<file path="src/rtl/filt_feeder.sv">
// ADC-to-filter feeder: one-deep input holding register, a request FSM driving the
// filter engine handshake, and a first-word-fall-through result FIFO.
// Optional drop counter is built only when FILT_FEEDER_DROP_CNT_EN is defined.
module filt_feeder #(
   parameter int DATA_SIZE      = 16,
   parameter int FIFO_ADDR_SIZE = 4,
   parameter int TIMEOUT_CYCLES = 255
) (
   input  logic                 clk,
   input  logic                 rstn,
   input  logic                 adc_valid,
   input  logic [DATA_SIZE-1:0] adc_data,
   output logic                 adc_ready,
   output logic                 filt_start,
   output logic [DATA_SIZE-1:0] filt_val,
   input  logic                 filt_done,
   input  logic [DATA_SIZE-1:0] filt_result,
   output logic                 out_valid,
   output logic [DATA_SIZE-1:0] out_data,
   input  logic                 out_ready,
   output logic                 busy,
   output logic                 timeout_err,
   output logic [15:0]          drop_cnt
);

   localparam int DEPTH = 2**FIFO_ADDR_SIZE;
   localparam logic [15:0] TO_LAST = 16'(TIMEOUT_CYCLES - 1);

   localparam logic [1:0] S_IDLE    = 2'd0;
   localparam logic [1:0] S_START   = 2'd1;
   localparam logic [1:0] S_WAIT    = 2'd2;
   localparam logic [1:0] S_CAPTURE = 2'd3;

   logic [1:0]                state;
   logic                      hold_full;
   logic [DATA_SIZE-1:0]      hold_data;
   logic [15:0]               wait_cnt;
   logic [DATA_SIZE-1:0]      mem [DEPTH];
   logic [FIFO_ADDR_SIZE-1:0] wr_ptr, rd_ptr;
   logic [FIFO_ADDR_SIZE:0]   count;

   logic adc_accept, start_req, push, pop;

   // count tops out at DEPTH, so its MSB alone says "full"
   assign start_req  = (state == S_IDLE) && hold_full && !count[FIFO_ADDR_SIZE];
   assign adc_ready  = ~hold_full;
   assign adc_accept = adc_valid & adc_ready;
   assign push       = (state == S_CAPTURE);
   assign out_valid  = (count != '0);
   assign pop        = out_valid & out_ready;
   assign out_data   = mem[rd_ptr];
   assign filt_start = (state == S_START) || (state == S_WAIT);
   assign busy       = (state != S_IDLE);

   always_ff @(posedge clk or negedge rstn) begin
      if (!rstn) begin
         hold_full <= 1'b0;
         hold_data <= '0;
      end else begin
         if (start_req)  hold_full <= 1'b0;
         // a fresh load takes priority over the free on the same edge
         if (adc_accept) begin
            hold_full <= 1'b1;
            hold_data <= adc_data;
         end
      end
   end

   always_ff @(posedge clk or negedge rstn) begin
      if (!rstn) begin
         state       <= S_IDLE;
         filt_val    <= '0;
         wait_cnt    <= '0;
         timeout_err <= 1'b0;
      end else begin
         case (state)
            S_IDLE: if (start_req) begin
               filt_val <= hold_data;
               state    <= S_START;
            end
            S_START: begin
               wait_cnt <= '0;
               state    <= S_WAIT;
            end
            S_WAIT: begin
               if (filt_done) begin
                  state <= S_CAPTURE;
               end else if (wait_cnt == TO_LAST) begin
                  timeout_err <= 1'b1;
                  state       <= S_IDLE;
               end else begin
                  wait_cnt <= wait_cnt + 16'd1;
               end
            end
            default: state <= S_IDLE;
         endcase
      end
   end

   // Storage is reset so the fall-through head reads 0 before the first push
   always_ff @(posedge clk or negedge rstn) begin
      if (!rstn) begin
         for (int i = 0; i < DEPTH; i++) mem[i] <= '0;
         wr_ptr <= '0;
         rd_ptr <= '0;
         count  <= '0;
      end else begin
         if (push) begin
            mem[wr_ptr] <= filt_result;
            wr_ptr      <= wr_ptr + 1'b1;
         end
         if (pop) rd_ptr <= rd_ptr + 1'b1;
         case ({push, pop})
            2'b10:   count <= count + 1'b1;
            2'b01:   count <= count - 1'b1;
            default: count <= count;
         endcase
      end
   end

`ifdef FILT_FEEDER_DROP_CNT_EN
   always_ff @(posedge clk or negedge rstn) begin
      if (!rstn)
         drop_cnt <= '0;
      else if (adc_valid && hold_full && (drop_cnt != 16'hFFFF))
         drop_cnt <= drop_cnt + 16'd1;
   end
`else
   assign drop_cnt = '0;
`endif

endmodule

</file>
<file path="config.mk">
export PLATFORM = sky130hd
export DESIGN_NAME = filt_feeder
export DESIGN_NICKNAME = d
export VERILOG_FILES = /design/src/rtl/filt_feeder.sv
export SDC_FILE = /design/constraint.sdc
export NUM_CORES = 1
export LEC_CHECK = 0
export ABC_AREA = 0
export CAP_MARGIN = 5
export CORE_ASPECT_RATIO = 1.25
export CORE_UTILIZATION = 50
export DETAILED_ROUTE_END_ITERATION = 6
export DONT_BUFFER_PORTS = 1
export PLACE_DENSITY = 0.68
export SLEW_MARGIN = 20
export SYNTH_ARGS = -nofsm -noshare
export SYNTH_HDL_FRONTEND = slang
export SYNTH_SLANG_ARGS = --single-unit
</file>
<file path="constraint.sdc">
create_clock -name clk -period 2.4 [get_ports clk]
set_input_delay 0.48 -clock clk [delete_from_list [all_inputs] [get_ports clk]]
set_output_delay 0.48 -clock clk [all_outputs]
set_load 0.02 [all_outputs]
</file>
Yosys cells after proc, flatten, opt, wreduce, memory -nomap -nowiden
Cells that the tools add are included.
Widths: inputs -> output; s select.
{"block": "word_totals", "regBits": 321, "latch_bits": 0, "ram_bits": 0, "romBits": 0, "input_bits": 37, "out_inout_bits": 53, "memories": 0}
{"block": "classes", "add_sub_neg": 5, "n_mul": 0, "div": 0, "n_lt_le_gt_ge": 3, "eq_ne": 10, "n_shift": 0, "muxes": 16, "bitwise": 6, "n_reduce_logical": 15}
{"operator": "$bwmux 256", "n": 1}
{"operator": "$mux 16", "n": 5}
{"operator": "$bmux 16 s4", "n": 1}
{"operator": "$demux 16 s4", "n": 1}
{"operator": "$pmux 16 s2", "n": 1}
{"operator": "$add 16x1->16 const B", "n": 1}
{"operator": "$eq 16x8->1 const B", "n": 1}
{"operator": "$ge 5x5->1 const B", "n": 2}
{"operator": "$not 4->5", "n": 2}
{"operator": "$pmux 5 s2", "n": 1}
{"operator": "$add 4x1->4 const B", "n": 2}
{"operator": "$reduce_bool 2->1", "n": 4}
{"operator": "$eq 2x2->1 const B", "n": 3}
{"operator": "$mux 2", "n": 3}
{"operator": "$ne 2x2->1 const B", "n": 3}
{"operator": "$pmux 2 s3", "n": 1}
{"operator": "$reduce_and 3->1", "n": 2}
{"operator": "$add 5x1->5 const B", "n": 1}
{"operator": "$lt 5x1->1 const B", "n": 1}
{"operator": "$reduce_bool 5->1", "n": 1}
{"operator": "$sub 5x1->5 const B", "n": 1}
{"operator": "$eq 2x1->1 const B", "n": 2}
{"operator": "$reduce_and 2->1", "n": 2}
{"operator": "$logic_and 1x1->1", "n": 3}
{"operator": "other kinds (7)", "n": 10}

Longest topological paths before layout
Gate-level depths: netlist of run 1.
{"block": "depth", "word_depth": 6, "depth_mapped": 12, "depth_no_buf": 11}

Worst setup path before layout of run 1
Ideal clock, no wire load.
{"block": "synth_timing", "path_kind": "register to register", "start": "register count[0]", "end": "register count[4]", "setup_time_ns": 0.123, "arrival_ns": 2.613, "t_required_ns": 2.277, "slack_ns": -0.335, "path_stages_with_launch": 12, "synth_period_minus_slack_ns": 2.735, "path_cell_list": "dfrtp_1 > nor4_1 > nand2_1 > and2_1 > clkbuf_1 > ha_1 > ha_1 > nor2b_1 > o21ai_0 > a21oi_1 > or3b_1 > xnor2_1"}
{"block": "synth_via", "elab_chain_len": 4}
{"element": "from (decl)", "line": "40", "text": "logic [FIFO_ADDR_SIZE:0] count;"}
{"element": "from (signal assigned)", "line": "114", "text": "2'b10: count <= count + 1'b1;"}
{"element": "from (signal assigned)", "line": "115", "text": "2'b01: count <= count - 1'b1;"}
{"element": "from (signal assigned)", "line": "116", "text": "default: count <= count;"}
{"element": "$reduce_bool 5->1 *", "line": "49", "text": "assign out_valid = (count != '0);"}
{"element": "via out_valid", "line": "18", "text": "output logic out_valid,"}
{"element": "$and 1x1->1 *", "line": "50", "text": "assign pop = out_valid & out_ready;"}
{"element": "via pop", "line": "42", "text": "logic adc_accept, start_req, push, pop;"}
{"element": "$eq 2x1->1 / $eq 2x2->1 (equally long branches)", "line": "113", "text": "case ({push, pop})"}
{"element": "$pmux 5 s2 / $reduce_bool 2->1 (equally long branches)"}
Mark *: on every way through the listed nets, which the timed path passes. The rest lies on a longest branch.
A chain may end at the register's enable or synchronous reset.

Final worst setup path of run 1
{"block": "layout_timing", "start": "register rd_ptr[0]", "end": "output port out_data[2]"}
{"block": "layout_via", "elab_chain_len": 4}
{"element": "from (decl)", "line": "39", "text": "logic [FIFO_ADDR_SIZE-1:0] wr_ptr, rd_ptr;"}
{"element": "from (signal assigned)", "line": "112", "text": "if (pop) rd_ptr <= rd_ptr + 1'b1;"}
{"element": "$not 4->5 (implied by the code)", "line": "51", "text": "assign out_data = mem[rd_ptr];"}
{"element": "$bmux 16 s4", "line": "51"}
{"element": "$mux 16 (implied by the code) (2 in series)", "line": "51"}
{"element": "to (decl)", "line": "19", "text": "output logic [DATA_SIZE-1:0] out_data,"}
No other way between the ends. The select of a mux whose other input is x is not followed.

==> parameters.txt, run 1 <==
Parameter                              Value

Power
  Internal power contribution    14.06 mW
  Max IR drop VDD    0.8399 mV
  Static leakage    7.125 nW
  Total power    20.28 mW
  Fraction of power spent switching nets    30.65%
  Power per Cell Area    1211 nW/um^2
  Switching power summed over all nets    6.216 mW
  Reg power frac    38.8%
  Clk pwr share    27.6%
  Part of the total power dissipated in combinational logic    33.7%

Clock tree
  Clock root buffer master    sky130_fd_sc_hd__clkbuf_16
  Clock tree from TritonCTS    built
  Number of buffers inserted during clock tree synthesis    34
  Clock latency on the worst-skew pair    0.53 ns
  Clock net sink count    321
  Clock transition at the register clock pins on the worst setup and hold paths after CTS    0.06 ns
  Bufs on Longest Clock Path    3
  Depth of the CTS H-tree    2

Routing
  DRC    0
  Via density per instance    5.756
  Drt first-iter violations    440
  Detailed-route wire length per cell    22.90 microns
  Length of the first detailed-routing pass in iterations    6
  Final WL    31650 microns
  Number of routed nets with antenna violations    0
  Total number of vias    7955

Floorplan
  Placeable core area    29250 sq um
  Initial Util    50.88%
  Die Wd    156.3 microns
  Ports placed on the boundary    90
  Number of core rows    70
  Die area    30470 sq um
  Floorplan die height    194.9 microns

Min path
  Worst min-delay path category    in -> async

Yosys
  Cell with the most instances after synthesis    sky130_fd_sc_hd__dfrtp_1
  Largest cells by area after synthesis    sky130_fd_sc_hd__dfrtp_1 (54%), sky130_fd_sc_hd__mux2_2 (18%), sky130_fd_sc_hd__mux4_2 (9.4%), sky130_fd_sc_hd__mux2_1 (3.6%), sky130_fd_sc_hd__mux4_1 (3.2%)
  Mean instance size in the synthesized netlist    15.87 sq um
  Synthesized flop and latch total    321
  Number of warnings reported in the yosys synthesis log    0
  Post-synth design cell area    14880 sq um
  Share of the yosys chip area belonging to registers    53.97%
  Cell type with the largest total area after synthesis    sky130_fd_sc_hd__dfrtp_1
  Prevailing post-synth register cell    sky130_fd_sc_hd__dfrtp_1
  Most frequent cells after synthesis    sky130_fd_sc_hd__dfrtp_1 (321), sky130_fd_sc_hd__mux2_2 (242), sky130_fd_sc_hd__mux4_2 (62)
  Number of library cell types mapped by synthesis    48
  Async set-reset flop share out of synthesis    100.0%
  Count of flip-flops with a built-in enable after synthesis    0
  Mapped Cells    938
  Portion of synthesized cell area occupied by the leading cell type    53.97%

Critical path
  Largest fanout on the critical path    7
  Reg2reg setup slack    0.10 ns
  Type of destination of the critical path    output pin
  Kind of critical path    reg -> out
  Terminus of the critical flop-to-flop path    count[4]
  R2r startpoint    count[0]
  Crit path from    rd_ptr[0]
  Arrival time at the worst endpoint    2.38 ns
  Number of cells on the worst reg-to-reg path    10
  Required time of the critical path    1.92 ns
  Worst Setup Start Kind    flop

STA
  Setup repair after global routing missed its margin    yes
  Final hold slack    -0.3474 ns
  Worst-Margin Slew    0.6982 ns
  Period Utilization, post-route    119.0%
  Sum Neg Setup Slack    -7.091 ns
  Final-report hold violation count    321
  Final count of negative-setup-slack endpoints    16
  Tightest slew margin relative to the limit    53.45%
  Maximum operating frequency    350.2 MHz
  Max Slew Vio Count    0
  Clock Skews    0.01697 ns
  Post-layout minimum cycle time    2.856 ns
  Minimum setup slack in the final design    -0.4556 ns

Global routing
  Pin count of the biggest net entering global routing    322
  Number of antenna violations at the first check in global routing    0
  Global-route usage over all layers    21.30%
  Overflow left after global routing    0
  Number of global-route vias before repair    8269
  First-pass GRT wire length    48440 microns

Cells and area
  Relative area change from synthesis to final layout    12.48%
  Proportion of layout cells with a drive suffix above 1    44.12%
  Fill cell count    2379
  Final cell count without fillers    1382
  Count of nets after finishing    1015
  Number of antenna diodes    0

Run
  Total of max-cap violations    0

Placed design
  Cell count after placement    1308
  Final HPWL DP    18870 microns
  Number of buffers added on ports    0
  Final weighted congestion in routability-driven placement    0.7368

Status
  Outcome    complete, but fails checks
  Violated checks    negative hold slack, negative setup slack
registers in the layout, indices dropped and copies added, names as in the netlist, 2 cells and up:
register and count:
wait_cnt 16, count 5, filt_val 16, wr_ptr 4, rd_ptr 4, hold_data 16, state 2, mem 256
how the worst max path moves through the flow:
stage	to	slack, ns	cells past startpoint
global placement	out_data[15]	0.05	3
detailed placement	count[4]	0.003	10
CTS	out_data[2]	-0.51	3
floorplan	count[4]	-0.11	11
finish	out_data[2]	-0.46	4
global route	out_data[15]	-0.51	4
kinds of logic after synthesis:
kind of cell	Yosys count	share of synthesized area, %
simple gates	85	3.329
flops	321	53.97
mux	376	34.89
other cells	1	0.02519
compound gates	26	1.194
buf+inv	94	4.052
xor+xnor	18	1.059
fa+ha+maj	17	1.479
metrics by stage:
stage / utilization, % / worst slack, ns / hold WS (ns) / area [sq um]
after floorplan: - / -0.1105 / 0.1844 / 14970
after global placement: 52.47 / 0.05435 / 0.1899 / 15350
after detailed placement: 52.47 / 0.003349 / 0.1905 / 15350
after CTS: 56.54 / -0.5107 / -0.3751 / 16540
after global routing: 57.23 / -0.5112 / -0.3817 / 16740
final: 57.23 / -0.4556 / -0.3474 / 16740
final cells by class:
cell class,count,area [sq um],share of cell area (%)
well taps,396,495.5,2.959
flip-flops and latches,321,8038,48.01
inverters,14,52.55,0.3139
repair buffers,52,621.8,3.714
clock inverters,12,217.7,1.300
clock buffers,49,988.4,5.904
multi-input cells,538,6329,37.80
critical path, cell delays in order (launching register included):
cell	delay [ns]
sky130_fd_sc_hd__dfrtp_4	0.50
sky130_fd_sc_hd__buf_4	0.17
sky130_fd_sc_hd__buf_12	0.14
sky130_fd_sc_hd__mux4_2	0.44
sky130_fd_sc_hd__mux4_2	0.60
metal layers:
layer / wire length (microns) / global-route usage (%) / vias up
li1: - / - / 3481
met1: 13120 / 27.21 / 4260
met2: 16040 / 36.04 / 166
met3: 1665 / 4.838 / 48
met4: 812 / 6.427 / 0
met5: 0 / 0 / -
placed cells by master, fill, tap and decap left out, types with 3 or more instances in the layout:
| cell type | n |
|---|---|
| sky130_fd_sc_hd__inv_1 | 13 |
| sky130_fd_sc_hd__a21o_1 | 3 |
| sky130_fd_sc_hd__buf_4 | 34 |
| sky130_fd_sc_hd__buf_12 | 10 |
| sky130_fd_sc_hd__mux2_2 | 242 |
| sky130_fd_sc_hd__o21a_1 | 3 |
| sky130_fd_sc_hd__a22o_1 | 6 |
| sky130_fd_sc_hd__mux4_2 | 72 |
| sky130_fd_sc_hd__clkbuf_16 | 40 |
| sky130_fd_sc_hd__nand4_1 | 12 |
| sky130_fd_sc_hd__nand2_1 | 28 |
| sky130_fd_sc_hd__clkbuf_8 | 6 |
| sky130_fd_sc_hd__clkbuf_1 | 8 |
| sky130_fd_sc_hd__o21ai_0 | 6 |
| sky130_fd_sc_hd__ha_1 | 14 |
| sky130_fd_sc_hd__mux2i_1 | 7 |
| sky130_fd_sc_hd__xor2_1 | 4 |
| sky130_fd_sc_hd__bufinv_16 | 5 |
| sky130_fd_sc_hd__nor3_1 | 3 |
| sky130_fd_sc_hd__xnor2_1 | 14 |
| sky130_fd_sc_hd__mux4_1 | 8 |
| sky130_fd_sc_hd__dfrtp_1 | 319 |
| sky130_fd_sc_hd__nand3_2 | 4 |
| sky130_fd_sc_hd__mux2_1 | 47 |
| sky130_fd_sc_hd__nand3_1 | 9 |
| sky130_fd_sc_hd__conb_1 | 16 |
| sky130_fd_sc_hd__a21oi_1 | 3 |
| sky130_fd_sc_hd__nor2b_1 | 6 |
| sky130_fd_sc_hd__nor3_4 | 4 |
power by group through the flow:
| stage | combinational, mW | clock [mW] | sequential (mW) |
|---|---|---|---|
| after floorplan | 5.41 | 0 | 7.61 |
| after global placement | 6.26 | 0 | 7.93 |
| after detailed placement | 6.39 | 0 | 7.97 |
| after CTS | 6.46 | 5.74 | 7.89 |
| after global routing | 7.31 | 5.94 | 8.03 |
| final | 6.83 | 5.59 | 7.86 |
timing repair:
| action | 4_1_cts | 5_1_grt |
|---|---|---|
| pin swaps | 0 | 2 |
| hold endpoints to repair | 321 | 321 |
| buffers inserted | 1 | 7 |
| gates cloned | 0 | 5 |
| gates resized for setup | 9 | 11 |
| endpoints found under the setup margin | 17 | 17 |
Power figures use the tool's default switching activity.
==> run 2: changes to the inputs <==
--- a/config.mk
+++ b/config.mk
@@ -12,6 +12,7 @@
 export DETAILED_ROUTE_END_ITERATION = 6
 export DONT_BUFFER_PORTS = 1
 export PLACE_DENSITY = 0.68
+export SKIP_LAST_GASP = 1
 export SLEW_MARGIN = 20
 export SYNTH_ARGS = -nofsm -noshare
 export SYNTH_HDL_FRONTEND = slang
==> parameters.txt, run 2 (synthesized netlist as in run 1, its figures left out) <==
Parameter                              Value

Cells and area
  Most common cell after layout, fill and taps aside    sky130_fd_sc_hd__dfrtp_1
  Count of nets after finishing    1013
  Area of all sequential standard cells    8038 sq um
  Post-layout instance area    16730 sq um
  Register name with the most flops    mem
  Number of antenna diodes    0
  Area of the multi-input gates    6336 sq um
  Relative area change from synthesis to final layout    12.38%
  Proportion of layout cells with a drive suffix above 1    43.80%
  Fill cell count    2377
  Final cell count without fillers    1380
  Max reg flops    256
  Commonest non-fill, non-tap cells in the layout    sky130_fd_sc_hd__dfrtp_1 (319), sky130_fd_sc_hd__mux2_2 (242), sky130_fd_sc_hd__mux4_2 (70)

Critical path
  Required time of the critical path    1.92 ns
  Number of cells on the worst reg-to-reg path    10
  Reg2reg setup slack    0.10 ns
  Arrival time at the worst endpoint    2.40 ns
  Largest fanout on the critical path    8
  Instance count on the critical path    4
  Type of destination of the critical path    output pin
  Cell with the biggest individual delay on the critical path    sky130_fd_sc_hd__mux4_2
  CP Cell Sequence    buf_12, clkbuf_16, mux4_1, mux4_2
  Worst Setup Start Kind    flop
  Maximum cell stage delay along the critical path    0.56 ns
  Crit path buf inv count    2
  Top cell family by delay on the critical path    multiplexers
  Kind of critical path    reg -> out

Power
  Static leakage    7.123 nW
  Power per Cell Area    1211 nW/um^2
  Max IR drop VDD    0.8437 mV
  Part of the total power dissipated in combinational logic    33.6%
  Fraction of power spent switching nets    30.72%
  Switching power summed over all nets    6.222 mW
  Total power    20.25 mW
  Reg power frac    38.8%
  Clk pwr share    27.6%
  Internal power contribution    14.03 mW

Floorplan
  Number of core rows    70
  Ports placed on the boundary    90
  Die area    30470 sq um
  Placeable core area    29250 sq um
  Floorplan die height    194.9 microns
  Die Wd    156.3 microns
  Initial Util    50.88%

STA
  Maximum operating frequency    347.2 MHz
  Worst-Margin Slew    0.6589 ns
  Final hold slack    -0.3498 ns
  Post-layout minimum cycle time    2.881 ns
  Setup repair after global routing missed its margin    yes
  Period Utilization, post-route    120.0%
  Max Slew Vio Count    0
  Final-report hold violation count    321
  Minimum setup slack in the final design    -0.4805 ns
  Clock Skews    0.01773 ns
  Tightest slew margin relative to the limit    56.02%
  Final count of negative-setup-slack endpoints    16

Status
  Violated checks    negative hold slack, negative setup slack
  Outcome    complete, but fails checks

Placed design
  Final weighted congestion in routability-driven placement    0.7368
  Final HPWL DP    18870 microns
  Number of buffers added on ports    0
  Area post-placement    15350 sq um
  Cell count after placement    1308

Routing
  Number of routed nets with antenna violations    0
  Drt first-iter violations    447
  Via density per instance    5.738
  Detailed-route wire length per cell    22.88 microns
  Total number of vias    7918
  Final WL    31570 microns
  DRC    0
  Length of the first detailed-routing pass in iterations    4

Clock tree
  Clock transition at the register clock pins on the worst setup and hold paths after CTS    0.06 ns
  Depth of the CTS H-tree    2
  Clock tree from TritonCTS    built
  Number of buffers inserted during clock tree synthesis    34
  Clock net sink count    321
  Clock latency on the worst-skew pair    0.53 ns
  Bufs on Longest Clock Path    3
  Clock root buffer master    sky130_fd_sc_hd__clkbuf_16

Global routing
  First-pass GRT wire length    48310 microns
  Number of global-route vias before repair    8272
  Pin count of the biggest net entering global routing    322
  Global-route usage over all layers    21.26%
  Number of antenna violations at the first check in global routing    0
  Overflow left after global routing    0

Min path
  Worst min-delay path category    in -> async

Run
  Total of max-cap violations    0
-- run 2: worst reg2reg max path, delay by kind of cell (launching register included) --
kind	cells	cell delay, ns
fa+ha+maj	2	0.40
simple gates	5	1.04
flops	1	0.39
compound gates	2	0.23
xor+xnor	1	0.13
-- run 2: final cells by class --
type	count	share of cell area (%)
clock buffer	49	5.909
clock inverter	12	1.302
inverter	14	0.3142
multi-input combinational	538	37.88
sequential	321	48.05
tap	396	2.962
timing repair buffer	50	3.583
-- run 2: through the flow --
step,hold WS (ns),TNS [ns],util (%),setup WS (ns)
5_1_grt,-0.3817,-8.144,57.18,-0.5281
2_1_floorplan,0.1844,-0.1105,-,-0.1105
3_3_place_gp,0.1899,0,52.47,0.05435
3_5_place_dp,0.1905,0,52.47,0.003349
6_report,-0.3498,-7.285,57.18,-0.4805
4_1_cts,-0.3751,-7.871,56.64,-0.5242
-- run 2: what timing repair did --
item / CTS / global route
endpoints found under the setup margin: 17 / 17
hold endpoints to repair: 321 / 321
setup buffers: 1 / 5
cloned: 0 / 5
pin swaps: 0 / 2
gates resized for setup: 1 / 15
-- run 2: worst paths after layout --
path / from / end
worst max-delay path: rd_ptr[0] / out_data[9]
worst min-delay path: rstn / mem[252]
worst max register to register: count[0] / count[4]
worst min register to register: mem[110] / mem[110]
max in group asynchronous: rstn / wait_cnt[3]
min in group clk: filt_result[12] / mem[92]
-- run 2: layer usage --
layer	up-vias	GRT usage, %	wire (microns)
met2	151	36.06	16030
li1	3474	-	-
met1	4246	27.05	13150
met4	0	6.427	782
met3	47	4.838	1612
met5	-	0	0
-- run 2: power by group through the flow --
stage	clock network [mW]	logic, mW	registers, mW
4_1_cts	5.74	6.43	7.88
3_3_place_gp	0	6.26	7.93
3_5_place_dp	0	6.39	7.97
2_1_floorplan	0	5.41	7.61
6_report	5.60	6.80	7.86
5_1_grt	5.94	7.27	8.04
